File: config.mk
export PLATFORM = sky130hd
export DESIGN_NAME = rram_ctrl_flat
export DESIGN_NICKNAME = d
export VERILOG_FILES = /design/src/rtl/rram_ctrl_if.sv /design/src/rtl/rram_ctrl.sv /design/src/flat_wrapper.sv
export SDC_FILE = /design/constraint.sdc
export NUM_CORES = 1
export LEC_CHECK = 0
export ABC_AREA = 1
export CAP_MARGIN = 20
export CORE_MARGIN = 10
export CORE_UTILIZATION = 45
export CTS_BUF_LIST = sky130_fd_sc_hd__clkbuf_4 sky130_fd_sc_hd__clkbuf_8
export DETAILED_ROUTE_END_ITERATION = 8
export PLACE_DENSITY_LB_ADDON = 0.3
export SETUP_SLACK_MARGIN = 0.02
export SLEW_MARGIN = 20
export SYNTH_ARGS = -nofsm -noshare
export SYNTH_HDL_FRONTEND = slang
export SYNTH_SLANG_ARGS = --single-unit
File: constraint.sdc
create_clock -name clk -period 1.7 [get_ports clk]
set_input_delay 0.51 -clock clk [delete_from_list [all_inputs] [get_ports clk]]
set_output_delay 0.51 -clock clk [all_outputs]
set_load 0.02 [all_outputs]
File: src/rtl/rram_ctrl_if.sv
// Bundle of command, write-beat, read-beat and array-side signals of the rram_ctrl front-end.
// The controller takes the slave view; the agent driving commands takes the master view.
interface rram_ctrl_if #(
    parameter int WIDTH  = 8,
    parameter int ADDR_W = 11,
    parameter int LEN_W  = 4
);
    logic              i_cmd_valid;
    logic              o_cmd_ready;
    logic              i_cmd_we;
    logic [ADDR_W-1:0] i_cmd_adr;
    logic [LEN_W-1:0]  i_cmd_len;
    logic              i_wr_valid;
    logic              o_wr_ready;
    logic [WIDTH-1:0]  i_wr_data;
    logic              o_rd_valid;
    logic              i_rd_ready;
    logic [WIDTH-1:0]  o_rd_data;
    logic              o_rd_last;
    logic              o_busy;
    logic              o_ram_rw_n;
    logic [ADDR_W-1:0] o_ram_adr;
    logic [WIDTH-1:0]  o_ram_data;
    logic [WIDTH-1:0]  i_ram_data;

    modport slave (
        input  i_cmd_valid, i_cmd_we, i_cmd_adr, i_cmd_len,
        input  i_wr_valid, i_wr_data, i_rd_ready, i_ram_data,
        output o_cmd_ready, o_wr_ready, o_rd_valid, o_rd_data, o_rd_last,
        output o_busy, o_ram_rw_n, o_ram_adr, o_ram_data
    );

    modport master (
        output i_cmd_valid, i_cmd_we, i_cmd_adr, i_cmd_len,
        output i_wr_valid, i_wr_data, i_rd_ready, i_ram_data,
        input  o_cmd_ready, o_wr_ready, o_rd_valid, o_rd_data, o_rd_last,
        input  o_busy, o_ram_rw_n, o_ram_adr, o_ram_data
    );
endinterface

File: src/rtl/rram_ctrl.sv
// Burst command front-end for the single-port rram array: streams write beats in and
// returns read beats through a 2-entry buffer that hides the array's 1-cycle read latency.
module rram_ctrl #(
    parameter int WIDTH  = 8,
    parameter int ADDR_W = 11,
    parameter int LEN_W  = 4
) (
    input  logic        clk,
    input  logic        rst,
    rram_ctrl_if.slave  bus
);
    typedef enum logic [1:0] {IDLE, WRITE, READ} state_t;

    state_t            state_q;
    logic [ADDR_W-1:0] adr_q;
    logic [LEN_W-1:0]  cnt_q;
    logic              issue_done_q;
    logic              in_flight_q;
    logic              in_flight_last_q;
    logic              cmd_ready_q;
    logic              wr_ready_q;
    logic              busy_q;

    logic [WIDTH-1:0]  buf_data_q [0:1];
    logic              buf_last_q [0:1];
    logic              head_q;
    logic              tail_q;
    logic [1:0]        occ_q;

    logic              wr_fire;
    logic              rd_pop;
    logic              rd_issue;
    logic              last_pop;
    logic [2:0]        fill;

    // The array has no enable, so a write only happens on a real beat handshake outside reset.
    assign wr_fire  = bus.i_wr_valid & wr_ready_q & ~rst;
    assign rd_pop   = (occ_q != 2'd0) & bus.i_rd_ready;
    assign fill     = {1'b0, occ_q} + {2'b00, in_flight_q};
    assign rd_issue = (state_q == READ) & ~issue_done_q & (fill < (3'd2 + {2'b00, rd_pop}));
    assign last_pop = rd_pop & buf_last_q[head_q];

    assign bus.o_cmd_ready = cmd_ready_q;
    assign bus.o_wr_ready  = wr_ready_q & ~rst;
    assign bus.o_busy      = busy_q;
    assign bus.o_rd_valid  = (occ_q != 2'd0);
    assign bus.o_rd_data   = buf_data_q[head_q];
    assign bus.o_rd_last   = (occ_q != 2'd0) & buf_last_q[head_q];
    assign bus.o_ram_rw_n  = ~wr_fire;
    assign bus.o_ram_adr   = adr_q;
    assign bus.o_ram_data  = wr_fire ? bus.i_wr_data : '0;

    always_ff @(posedge clk) begin
        if (rst) begin
            state_q          <= IDLE;
            adr_q            <= '0;
            cnt_q            <= '0;
            issue_done_q     <= 1'b0;
            in_flight_q      <= 1'b0;
            in_flight_last_q <= 1'b0;
            cmd_ready_q      <= 1'b1;
            wr_ready_q       <= 1'b0;
            busy_q           <= 1'b0;
            head_q           <= 1'b0;
            tail_q           <= 1'b0;
            occ_q            <= 2'd0;
            for (int i = 0; i < 2; i++) begin
                buf_data_q[i] <= '0;
                buf_last_q[i] <= 1'b0;
            end
        end else begin
            // Data addressed in the previous cycle arrives now and goes straight into the buffer.
            in_flight_q <= rd_issue;
            if (rd_issue) begin
                in_flight_last_q <= (cnt_q == '0);
            end
            if (in_flight_q) begin
                buf_data_q[tail_q] <= bus.i_ram_data;
                buf_last_q[tail_q] <= in_flight_last_q;
                tail_q             <= ~tail_q;
            end
            if (rd_pop) begin
                head_q <= ~head_q;
            end
            occ_q <= occ_q + {1'b0, in_flight_q} - {1'b0, rd_pop};

            case (state_q)
                IDLE: begin
                    if (bus.i_cmd_valid) begin
                        adr_q        <= bus.i_cmd_adr;
                        cnt_q        <= bus.i_cmd_len;
                        issue_done_q <= 1'b0;
                        state_q      <= bus.i_cmd_we ? WRITE : READ;
                        cmd_ready_q  <= 1'b0;
                        wr_ready_q   <= bus.i_cmd_we;
                        busy_q       <= 1'b1;
                    end
                end
                WRITE: begin
                    if (wr_fire) begin
                        if (cnt_q == '0) begin
                            state_q     <= IDLE;
                            cmd_ready_q <= 1'b1;
                            wr_ready_q  <= 1'b0;
                            busy_q      <= 1'b0;
                        end else begin
                            cnt_q <= cnt_q - LEN_W'(1);
                            adr_q <= adr_q + ADDR_W'(1);
                        end
                    end
                end
                READ: begin
                    // The address stays on the final beat so the array address holds in IDLE.
                    if (rd_issue) begin
                        if (cnt_q == '0) begin
                            issue_done_q <= 1'b1;
                        end else begin
                            cnt_q <= cnt_q - LEN_W'(1);
                            adr_q <= adr_q + ADDR_W'(1);
                        end
                    end
                    if (last_pop) begin
                        state_q     <= IDLE;
                        cmd_ready_q <= 1'b1;
                        busy_q      <= 1'b0;
                    end
                end
                default: begin
                    state_q <= IDLE;
                end
            endcase
        end
    end
endmodule
File: src/flat_wrapper.sv
// flat-port wrapper written by rule: the top's interface ports become plain ports
module rram_ctrl_flat 
#(
    parameter int WIDTH  = 8,
    parameter int ADDR_W = 11,
    parameter int LEN_W  = 4
)
  (clk, rst, bus_i_cmd_valid, bus_i_cmd_we, bus_i_cmd_adr, bus_i_cmd_len, bus_i_wr_valid, bus_i_wr_data, bus_i_rd_ready, bus_i_ram_data, bus_o_cmd_ready, bus_o_wr_ready, bus_o_rd_valid, bus_o_rd_data, bus_o_rd_last, bus_o_busy, bus_o_ram_rw_n, bus_o_ram_adr, bus_o_ram_data);
  rram_ctrl_if #(.WIDTH(WIDTH), .ADDR_W(ADDR_W), .LEN_W(LEN_W)) bus_i ();
  input  logic clk;
  input  logic rst;
  input wire logic [$bits(bus_i.i_cmd_valid)-1:0] bus_i_cmd_valid;
  input wire logic [$bits(bus_i.i_cmd_we)-1:0] bus_i_cmd_we;
  input wire logic [$bits(bus_i.i_cmd_adr)-1:0] bus_i_cmd_adr;
  input wire logic [$bits(bus_i.i_cmd_len)-1:0] bus_i_cmd_len;
  input wire logic [$bits(bus_i.i_wr_valid)-1:0] bus_i_wr_valid;
  input wire logic [$bits(bus_i.i_wr_data)-1:0] bus_i_wr_data;
  input wire logic [$bits(bus_i.i_rd_ready)-1:0] bus_i_rd_ready;
  input wire logic [$bits(bus_i.i_ram_data)-1:0] bus_i_ram_data;
  output wire logic [$bits(bus_i.o_cmd_ready)-1:0] bus_o_cmd_ready;
  output wire logic [$bits(bus_i.o_wr_ready)-1:0] bus_o_wr_ready;
  output wire logic [$bits(bus_i.o_rd_valid)-1:0] bus_o_rd_valid;
  output wire logic [$bits(bus_i.o_rd_data)-1:0] bus_o_rd_data;
  output wire logic [$bits(bus_i.o_rd_last)-1:0] bus_o_rd_last;
  output wire logic [$bits(bus_i.o_busy)-1:0] bus_o_busy;
  output wire logic [$bits(bus_i.o_ram_rw_n)-1:0] bus_o_ram_rw_n;
  output wire logic [$bits(bus_i.o_ram_adr)-1:0] bus_o_ram_adr;
  output wire logic [$bits(bus_i.o_ram_data)-1:0] bus_o_ram_data;
  assign bus_i.i_cmd_valid = bus_i_cmd_valid;
  assign bus_i.i_cmd_we = bus_i_cmd_we;
  assign bus_i.i_cmd_adr = bus_i_cmd_adr;
  assign bus_i.i_cmd_len = bus_i_cmd_len;
  assign bus_i.i_wr_valid = bus_i_wr_valid;
  assign bus_i.i_wr_data = bus_i_wr_data;
  assign bus_i.i_rd_ready = bus_i_rd_ready;
  assign bus_i.i_ram_data = bus_i_ram_data;
  assign bus_o_cmd_ready = bus_i.o_cmd_ready;
  assign bus_o_wr_ready = bus_i.o_wr_ready;
  assign bus_o_rd_valid = bus_i.o_rd_valid;
  assign bus_o_rd_data = bus_i.o_rd_data;
  assign bus_o_rd_last = bus_i.o_rd_last;
  assign bus_o_busy = bus_i.o_busy;
  assign bus_o_ram_rw_n = bus_i.o_ram_rw_n;
  assign bus_o_ram_adr = bus_i.o_ram_adr;
  assign bus_o_ram_data = bus_i.o_ram_data;
  rram_ctrl #(.WIDTH(WIDTH), .ADDR_W(ADDR_W), .LEN_W(LEN_W)) u_core (.clk(clk), .rst(rst), .bus(bus_i));
endmodule
* After elaboration in Yosys (flattened, before gate mapping)
Memory sizes are Yosys's and may differ from the RTL's. A register that Yosys moved wholly into a read port is not among the register bits. Cells that the tools add are included.
Operators by class: $add $sub $neg 6, magnitude comparators 1, eq/ne operators 8, mux-type cells 46, bitwise operators 13, reduce and logical (&&, ||, !) cells 13
Operators with widths (number):
- 11-bit 2-to-1 mux | 4
- 11-bit case mux with 3 select lines | 1
- 1-bit 2-to-1 mux | 24
- 4-bit 2-to-1 mux | 4
- 8-bit 2-to-1 mux | 2
- 4-bit AND reduction | 4
- 4-bit case mux with 3 select lines | 1
- 11-bit by 1-bit adder with 11-bit output, second input constant | 1
- 2-bit 2-to-1 mux | 5
- 1-bit AND | 8
- 2-bit by 1-bit inequality test with 1-bit output, second input constant | 4
- 8-bit OR reduction | 1
- 1-bit case mux with 3 select lines | 2
- 2-bit case mux with 3 select lines | 1
- 2-bit nonzero test | 3
- 1-bit NOT | 5
- 5-bit AND reduction | 1
- 4-bit logical NOT | 1
- 2-bit inequality test, second input constant | 2
- 1-bit case mux with 2 select lines | 2
- 4-bit by 1-bit subtractor with 4-bit output, second input constant | 1
- 2-bit by 1-bit adder with 3-bit output | 1
- 2-bit by 1-bit adder with 3-bit output, first input constant | 1
- 3-bit < comparator | 1
- 7 further kinds | 7
Word-level totals: register bits 27, memory bits (writable) 18, bits of input ports 37, memories 2
Memory list:
- u_core.buf_data_q | depth 2, width 8, rd ports 1, clocked after Yosys merged registers in 1, write ports 2, RTL line rram_ctrl.sv:24 | logic [WIDTH-1:0] buf_data_q [0:1];
- u_core.buf_last_q | depth 2, width 1, rd ports 1, clocked after Yosys merged registers in 1, write ports 2, RTL line rram_ctrl.sv:25 | logic buf_last_q [0:1];

* Longest topological paths before layout
Gate-level depths: netlist of run 1.
depth in word-level cells 7, mapped depth 11

* Worst setup path after synthesis of run 1
Ideal clock, no wire load.
path kind input -> register, start point in rst, end point mem u_core.buf_data_q[1][0], enable pin, setup time 0.334 ns, data arrival time 1.336 ns, path slack 0.029 ns, stages on the path 4, buffers on the path 1, path through inv_2 clkbuf_1 nand3_1 nand2_1
RTL lines:
- start, declared | RTL line flat_wrapper.sv:11 | input logic rst;
- end, declared | RTL line rram_ctrl.sv:24

==> results of run 1 <==
==> through the flow <==
stage / area (sq um) / util (%) / cells / setup WS [ns] / setup TNS [ns]
after floorplan: 2545 / - / 343 / 0.02939 / 0
after global placement: 3523 / 63.99 / 503 / -0.7397 / -27.20
after detailed placement: 3523 / 63.99 / 503 / -0.7910 / -28.72
after CTS: 3593 / 65.26 / 514 / -0.1514 / -0.9867
after global routing: 3719 / 67.53 / 519 / -0.1714 / -1.365
final: 3719 / 67.53 / 519 / -0.1467 / -0.9915
==> logic make-up (layout without fill, tap and decap cells) <==
family	count (synthesis)	in the layout
buffers and inverters	61	163
AND/OR/NAND/NOR	171	173
XOR/XNOR	2	2
flip-flops	46	46
adder cells (fa/ha/maj)	10	10
multiplexers	8	8
AO/OA/AOI/OAI	45	45
==> state kept, by name, summed over array words and instances, names as in the netlist, named ones only <==
signal / flops
u_core.bus.o_cmd_ready: 1
u_core.state_q: 2
u_core.occ_q: 2
u_core.buf_last_q: 2
u_core.bus.o_ram_adr: 11
u_core.wr_ready_q: 1
u_core.head_q: 1
u_core.cnt_q: 4
u_core.in_flight_q: 1
u_core.buf_data_q: 16
u_core.tail_q: 1
u_core.bus.o_busy: 1
u_core.in_flight_last_q: 1
u_core.issue_done_q: 1
==> cells in the final DEF, fill, tap and decap left out, types with 2 or more instances in the layout <==
| cell type | Yosys | final |
|---|---|---|
| nand2_1 | 76 | 73 |
| nor2_1 | 61 | 58 |
| inv_1 | 48 | 45 |
| buf_4 | 1 | 37 |
| clkdlybuf4s50_1 | 0 | 25 |
| o21ai_0 | 24 | 22 |
| dlygate4sd2_1 | 0 | 22 |
| dfxtp_1 | 28 | 21 |
| nand3_1 | 19 | 19 |
| edfxtp_1 | 18 | 18 |
| a21oi_1 | 17 | 17 |
| buf_2 | 1 | 8 |
| nand2_2 | 4 | 7 |
| buf_6 | 2 | 7 |
| ha_1 | 10 | 6 |
| nor2_2 | 2 | 5 |
| mux2_2 | 8 | 5 |
| clkbuf_8 | 0 | 5 |
| dfxtp_4 | 0 | 4 |
| inv_2 | 2 | 3 |
| mux2_4 | 0 | 3 |
| nand4_1 | 3 | 3 |
| ha_4 | 0 | 3 |
| buf_12 | 0 | 3 |
| dfxtp_2 | 0 | 3 |
| inv_4 | 1 | 2 |
| nand3_4 | 1 | 2 |
| nand2_4 | 1 | 2 |
| xor2_1 | 2 | 2 |
==> final cells by class <==
type	count	area (sq um)
Multi-Input combinational cell	238	1296
Clock buffer	5	68.82
Clock inverter	3	25.02
Sequential cell	46	1120
Timing Repair Buffer	104	914.6
Inverter	51	203.9
Tap cell	72	90.09
Fill cell	461	1788
==> power by group through the flow <==
stage / sequential (mW) / clock, mW / combinational, mW
after floorplan: 1.83 / 0 / 1.96
after global placement: 1.66 / 0 / 3.37
after detailed placement: 1.67 / 0 / 3.44
after CTS: 1.66 / 0.718 / 3.36
after global routing: 1.75 / 0.746 / 4.07
final: 1.70 / 0.700 / 3.61
==> timing repair <==
item,in CTS,in global routing
gates cloned,1,1
buffers inserted,2,4
gates resized for setup,130,36
pin swaps,9,6
setup endpoints to repair,63,33
==> per-layer routing <==
| layer | GRT usage (%) | routed length, microns | up-vias |
|---|---|---|---|
| li1 | - | - | 1289 |
| met1 | 15.53 | 2675 | 1164 |
| met2 | 27.90 | 3727 | 77 |
| met3 | 5.734 | 555 | 9 |
| met4 | 4.239 | 69 | 0 |
| met5 | 0 | 0 | - |
==> final timing paths <==
kind	start	to	depth (start not counted)
setup / recovery	flop	bus_o_rd_data[2]	4
hold / removal	u_core.head_q$_SDFFE_PP0P_	flop	1
setup reg to reg	u_core.state_q[1]$_SDFFE_PP0P_	u_core.bus.o_ram_adr[5]$_SDFFE_PP0P_	10
hold reg to reg	u_core.head_q$_SDFFE_PP0P_	flop	1
==> results.md, run 1 <==
* Setup CP Type: reg2out
* Critical path arrival at 1.34 ns
* Die area at around 0.0091 sq mm
* Most common cell in the netlist: nand2_1
* CTS Root Cell: clkbuf_8
* Post-synthesis sequential area ratio at 43.26%
* H-tree lvl count at 2
* Setup ws final at -0.1467 ns
* Antenna viol nets, final at 0
* Type of element launching the critical path: flop
* Synth area leaders: dfxtp_1 (22%), edfxtp_1 (21%), nand2_1 (11%)
* IO Port Bufs at 69
* Ports at 70
* Synthesis-to-layout area growth at 46.12%
* Remaining Overflow, GRT at 0
* Hold WS at 0.4578 ns
* Achievable Freq at 541.5 MHz
* Initial antenna violation count at 0
* Crit path max-delay family: flip-flops
* Sequential share of power at 28.3%
* Slew Limit Fails at 0
* All-Layer GR Usage at between 15 and 20%
* Max Fanout on Critical Path at 4
* Hold Crit Class: reg2reg
* Worst R2R Setup Slack at about 0.090 ns
* Die width at 95.20 microns
* Sink Count at 46
* Number of flops mapped to enable cells by yosys at 18
* # hold bufs at CTS at 0
* WL per Instance at 13.54 microns
* Row cnt at 27
* Seq cells post-synth at 46
* Synth Area in Adders at a little under 5%
* Share of cells above drive strength 1 at roughly a quarter
* Largest stage delay, worst path at 0.37 ns
* Endpoints failing setup at 8
* Crit share post-route at 108.6%
* Post-Synth XOR/XNOR Area at 0.6883%
* Clk slew on worst S/H paths at roughly 0.090 ns
* Mapped Cells at 343
* Sw Share at 44.85%
* Synth Area in Compound Gates at about 9.3%
* CP required at 1.19 ns
* Remaining DRCs at 0
* Post-synth top area cell: dfxtp_1
* CTS tree: built
* LEAKAGE at around 1.8 nW
* Min cycle time layout at 1.847 ns
* Final hold violation count at 0
* Global-route wire length before repair at 11.10 mm
* Top-area cell type share of the netlist area at 22.03%
* Post-Synthesis Cell Area at around 0.0025 sq mm
* Initial Util at between 40% and 50%
* PD cells at ~1600 mW/mm^2
* Core area at 0.005507 sq mm
* Slew @ Worst Pin at around 0.34 ns
* Synth warnings at 0
* Int Power at 3.317 mW
* Post-DR vias/cell at 4.892
* Comb power frac at 60.1%
* Pre-Repair DR Iteration Count at 4
* Largest buffer count on any clock path at 2
* Routed WL at approximately 7.0 mm
* Synth Flop Type: dfxtp_1
* N_diodes at 0
* Post-synthesis area per instance at 7.420 sq um
* Worst vdd ir at 892.9 uV
* Slowest cell on crit path: dfxtp_4
* GP Congestion at roughly 0.87
* Failing checks: setup timing
* Syn Nets at 390
* Yosys cell types at 30
* Clock power share at 11.6%
* RSZ-0062 raised after global routing: true
* Maxcap violations at 0
* Setup crit end kind: output port
* Status: complete, but fails checks
* Post-synth ARST share at 0%
* Fin nets at 493
* Top cells by count, synth: nand2_1 (76), nor2_1 (61), inv_1 (48), dfxtp_1 (28), o21ai_0 (24)
* Die H at 95.20 microns
* Mux cell area share after synthesis at 3.540%
* Number of DRC markers in iteration 0 at 90
* Crit path buffers/inverters at 3
* Simple logic cell fraction of the synthesized area at 28.42%
* Critical path cell sequence: buf_6, buf_6, mux2_4, buf_6
* Most used cell along the critical path: buf_6
* Largest net degree at the start of global routing at 20
* CTS buffer count at 5
* Sw Pwr at between 2 and 3 mW
* Vias at 2539
* DP Wirelength at 5.132 mm
* Relative slew slack at 77.41%
* Design Power at 6.015 mW
* Post-Route Skew at 0.004683 ns
* Clock Latency Late Sink at approximately 0.3 ns
* Number of global-route vias before repair at around 2400
* Largest family of logic cells by synthesized area: simple AND/OR/NAND/NOR gates
Power figures use the tool's default switching activity.
==> run 2: changes to the inputs <==
Settings changed: CAP_MARGIN 20 to 40.
==> results of run 2 <==
The final DEF is identical to that of run 1; final timing and power are the same.
==> run 3: changes to the inputs <==
Settings changed: CORE_MARGIN 10 to 5.
==> run 3 against run 2 <==
Maximum frequency grew 3.9%. Via count fell by 0.12%. The flow still finishes with violations (setup timing). First-iteration DRC count increased by 38%.
==> results.md, run 3 (synthesized netlist as in run 1, its figures left out) <==
* Status: complete, but fails checks
* Failing checks: setup timing
* Slew @ Worst Pin at 0.3096 ns (-0.02806 ns)
* Die H at 85.20 microns (-11%)
* Die area at 0.007259 sq mm (-20%)
* Vias at 2536 (-0.12%)
* Ports at 70 (unchanged)
* Row cnt at 27 (unchanged)
* Critical path arrival at 1.27 ns (-0.07 ns)
* Initial Util at 46.22% (unchanged)
* Commonest non-fill, non-tap cell in the layout: nand2_1
* Sink Count at 46 (unchanged)
* Relative slew slack at 79.29% (+1.9 points)
* All-Layer GR Usage at 18.76% (+3.6 points)
* Final hold violation count at 0 (unchanged)
* Largest register FFs at 16 (unchanged)
* Achievable Freq at 562.7 MHz (+3.9%)
* Setup crit end kind: output port
* Initial antenna violation count at 0 (unchanged)
* LEAKAGE at 1.779 nW (+1.1%)
* Pre-Repair DR Iteration Count at 6 (+2)
* Remaining Overflow, GRT at 0 (unchanged)
* Type of element launching the critical path: flop
* N_diodes at 0 (unchanged)
* CTS buffer count at 5 (unchanged)
* Worst vdd ir at 990.5 uV (+11%)
* Number of global-route vias before repair at 2467 (+1.2%)
* Number of DRC markers in iteration 0 at 124 (+38%)
* Min cycle time layout at 1.777 ns (-0.06961 ns)
* Clock Latency Late Sink at 0.31 ns (about the same)
* PD cells at 1634 mW/mm^2 (+1.0%)
* Crit share post-route at 104.5% (-4.1 points)
* Slew Limit Fails at 0 (unchanged)
* Largest Register: u_core.buf_data_q
* Clk slew on worst S/H paths at 0.09 ns (about the same)
* Remaining DRCs at 0 (unchanged)
* Largest net degree at the start of global routing at 21 (+5.0%)
* Antenna viol nets, final at 0 (unchanged)
* RSZ-0062 raised after global routing: true
* Core area at 0.005507 sq mm (unchanged)
* Largest buffer count on any clock path at 2 (unchanged)
* H-tree lvl count at 2 (unchanged)
* Setup CP Type: reg2out
* IO Port Bufs at 69 (unchanged)
* Routed WL at 6.703 mm (-4.6%)
* WL per Instance at 12.94 microns (-4.4%)
* Max Fanout on Critical Path at 5 (+1)
* # hold bufs at CTS at 0 (unchanged)
* Setup ws final at -0.07707 ns (+0.06961 ns)
* CTS Root Cell: clkbuf_8
* Post-DR vias/cell at 4.896 (about the same)
* CP required at 1.19 ns (about the same)
* Endpoints failing setup at 8 (unchanged)
* Hold WS at 0.4503 ns (-0.007550 ns)
* Hold Crit Class: reg2reg
* Fin nets at 492 (-0.20%)
* Share of cells above drive strength 1 at 25.56% (+0.95 points)
* Dpl ws at -0.7573 ns (+0.03370 ns)
* Maxcap violations at 0 (unchanged)
* Synthesis-to-layout area growth at 47.49%
* Post-Route Skew at 0.004857 ns (+0.0001743 ns)
* Most frequent cells in the layout: nand2_1 (74), nor2_1 (56), inv_1 (46)
* Global-route wire length before repair at 11.07 mm (-0.19%)
* CTS tree: built
* Die width at 85.20 microns (-11%)
* GP Congestion at 0.8399 (-3.1%)
* DP Wirelength at 4.681 mm (-8.8%)
## run 3: critical path: stages (launching register included)
cell     delay (ns)
dfxtp_4        0.39
buf_6          0.14
mux2_4         0.31
buf_6          0.13
## run 3: area by class of cell
| cell class | count | area (sq um) |
|---|---|---|
| Clock buffer | 5 | 68.82 |
| Clock inverter | 3 | 25.02 |
| Fill cell | 457 | 1753 |
| Inverter | 51 | 206.4 |
| Multi-Input combinational cell | 237 | 1324 |
| Sequential cell | 46 | 1115 |
| Tap cell | 72 | 90.09 |
| Timing Repair Buffer | 104 | 924.6 |
## run 3: worst paths after layout
kind / startpoint / to / slack, ns / cells after the start
worst max-delay path: flop / bus_o_rd_data[6] / -0.08 / 3
worst min-delay path: u_core.head_q$_SDFFE_PP0P_ / flop / 0.45 / 1
worst max register to register: u_core.occ_q[0]$_SDFF_PP0_ / u_core.cnt_q[2]$_SDFFE_PP0P_ / 0.06 / 9
worst min register to register: u_core.head_q$_SDFFE_PP0P_ / flop / 0.45 / 1
## run 3: timing repair
action | 4_1_cts | 5_1_grt
gates cloned | 1 | 0
buffers inserted | 2 | 3
pin swaps | 12 | 9
gates resized for setup | 148 | 45
setup endpoints to repair | 54 | 40
## run 3: power breakdown
group / switching (mW) / total, mW / internal, mW
logic: 2.13 / 3.77 / 1.64
clock network: 0.395 / 0.691 / 0.297
registers: 0.219 / 1.68 / 1.46
total: 2.74 / 6.13 / 3.39
## run 3: layer usage
metal / routed length, microns / global-route usage [%] / up-vias
met2: 3543 / 34.25 / 80
li1: - / - / 1290
met5: 0 / 0 / -
met4: 95 / 4.748 / 0
met1: 2704 / 21.65 / 1155
met3: 359 / 4.854 / 11
## run 3: stage by stage
step                area (sq um)  total power, mW  setup TNS (ns)  utilization, %  cells
finish                      3754            6.134         -0.5387           68.17    518
global route                3754            6.660         -0.9011           68.17    518
CTS                         3618            5.746         -0.5283           65.71    515
detailed placement          3506            5.062          -26.37           63.67    504
global placement            3506            4.982          -25.57           63.67    504
floorplan                   2545            3.785               0               -    343
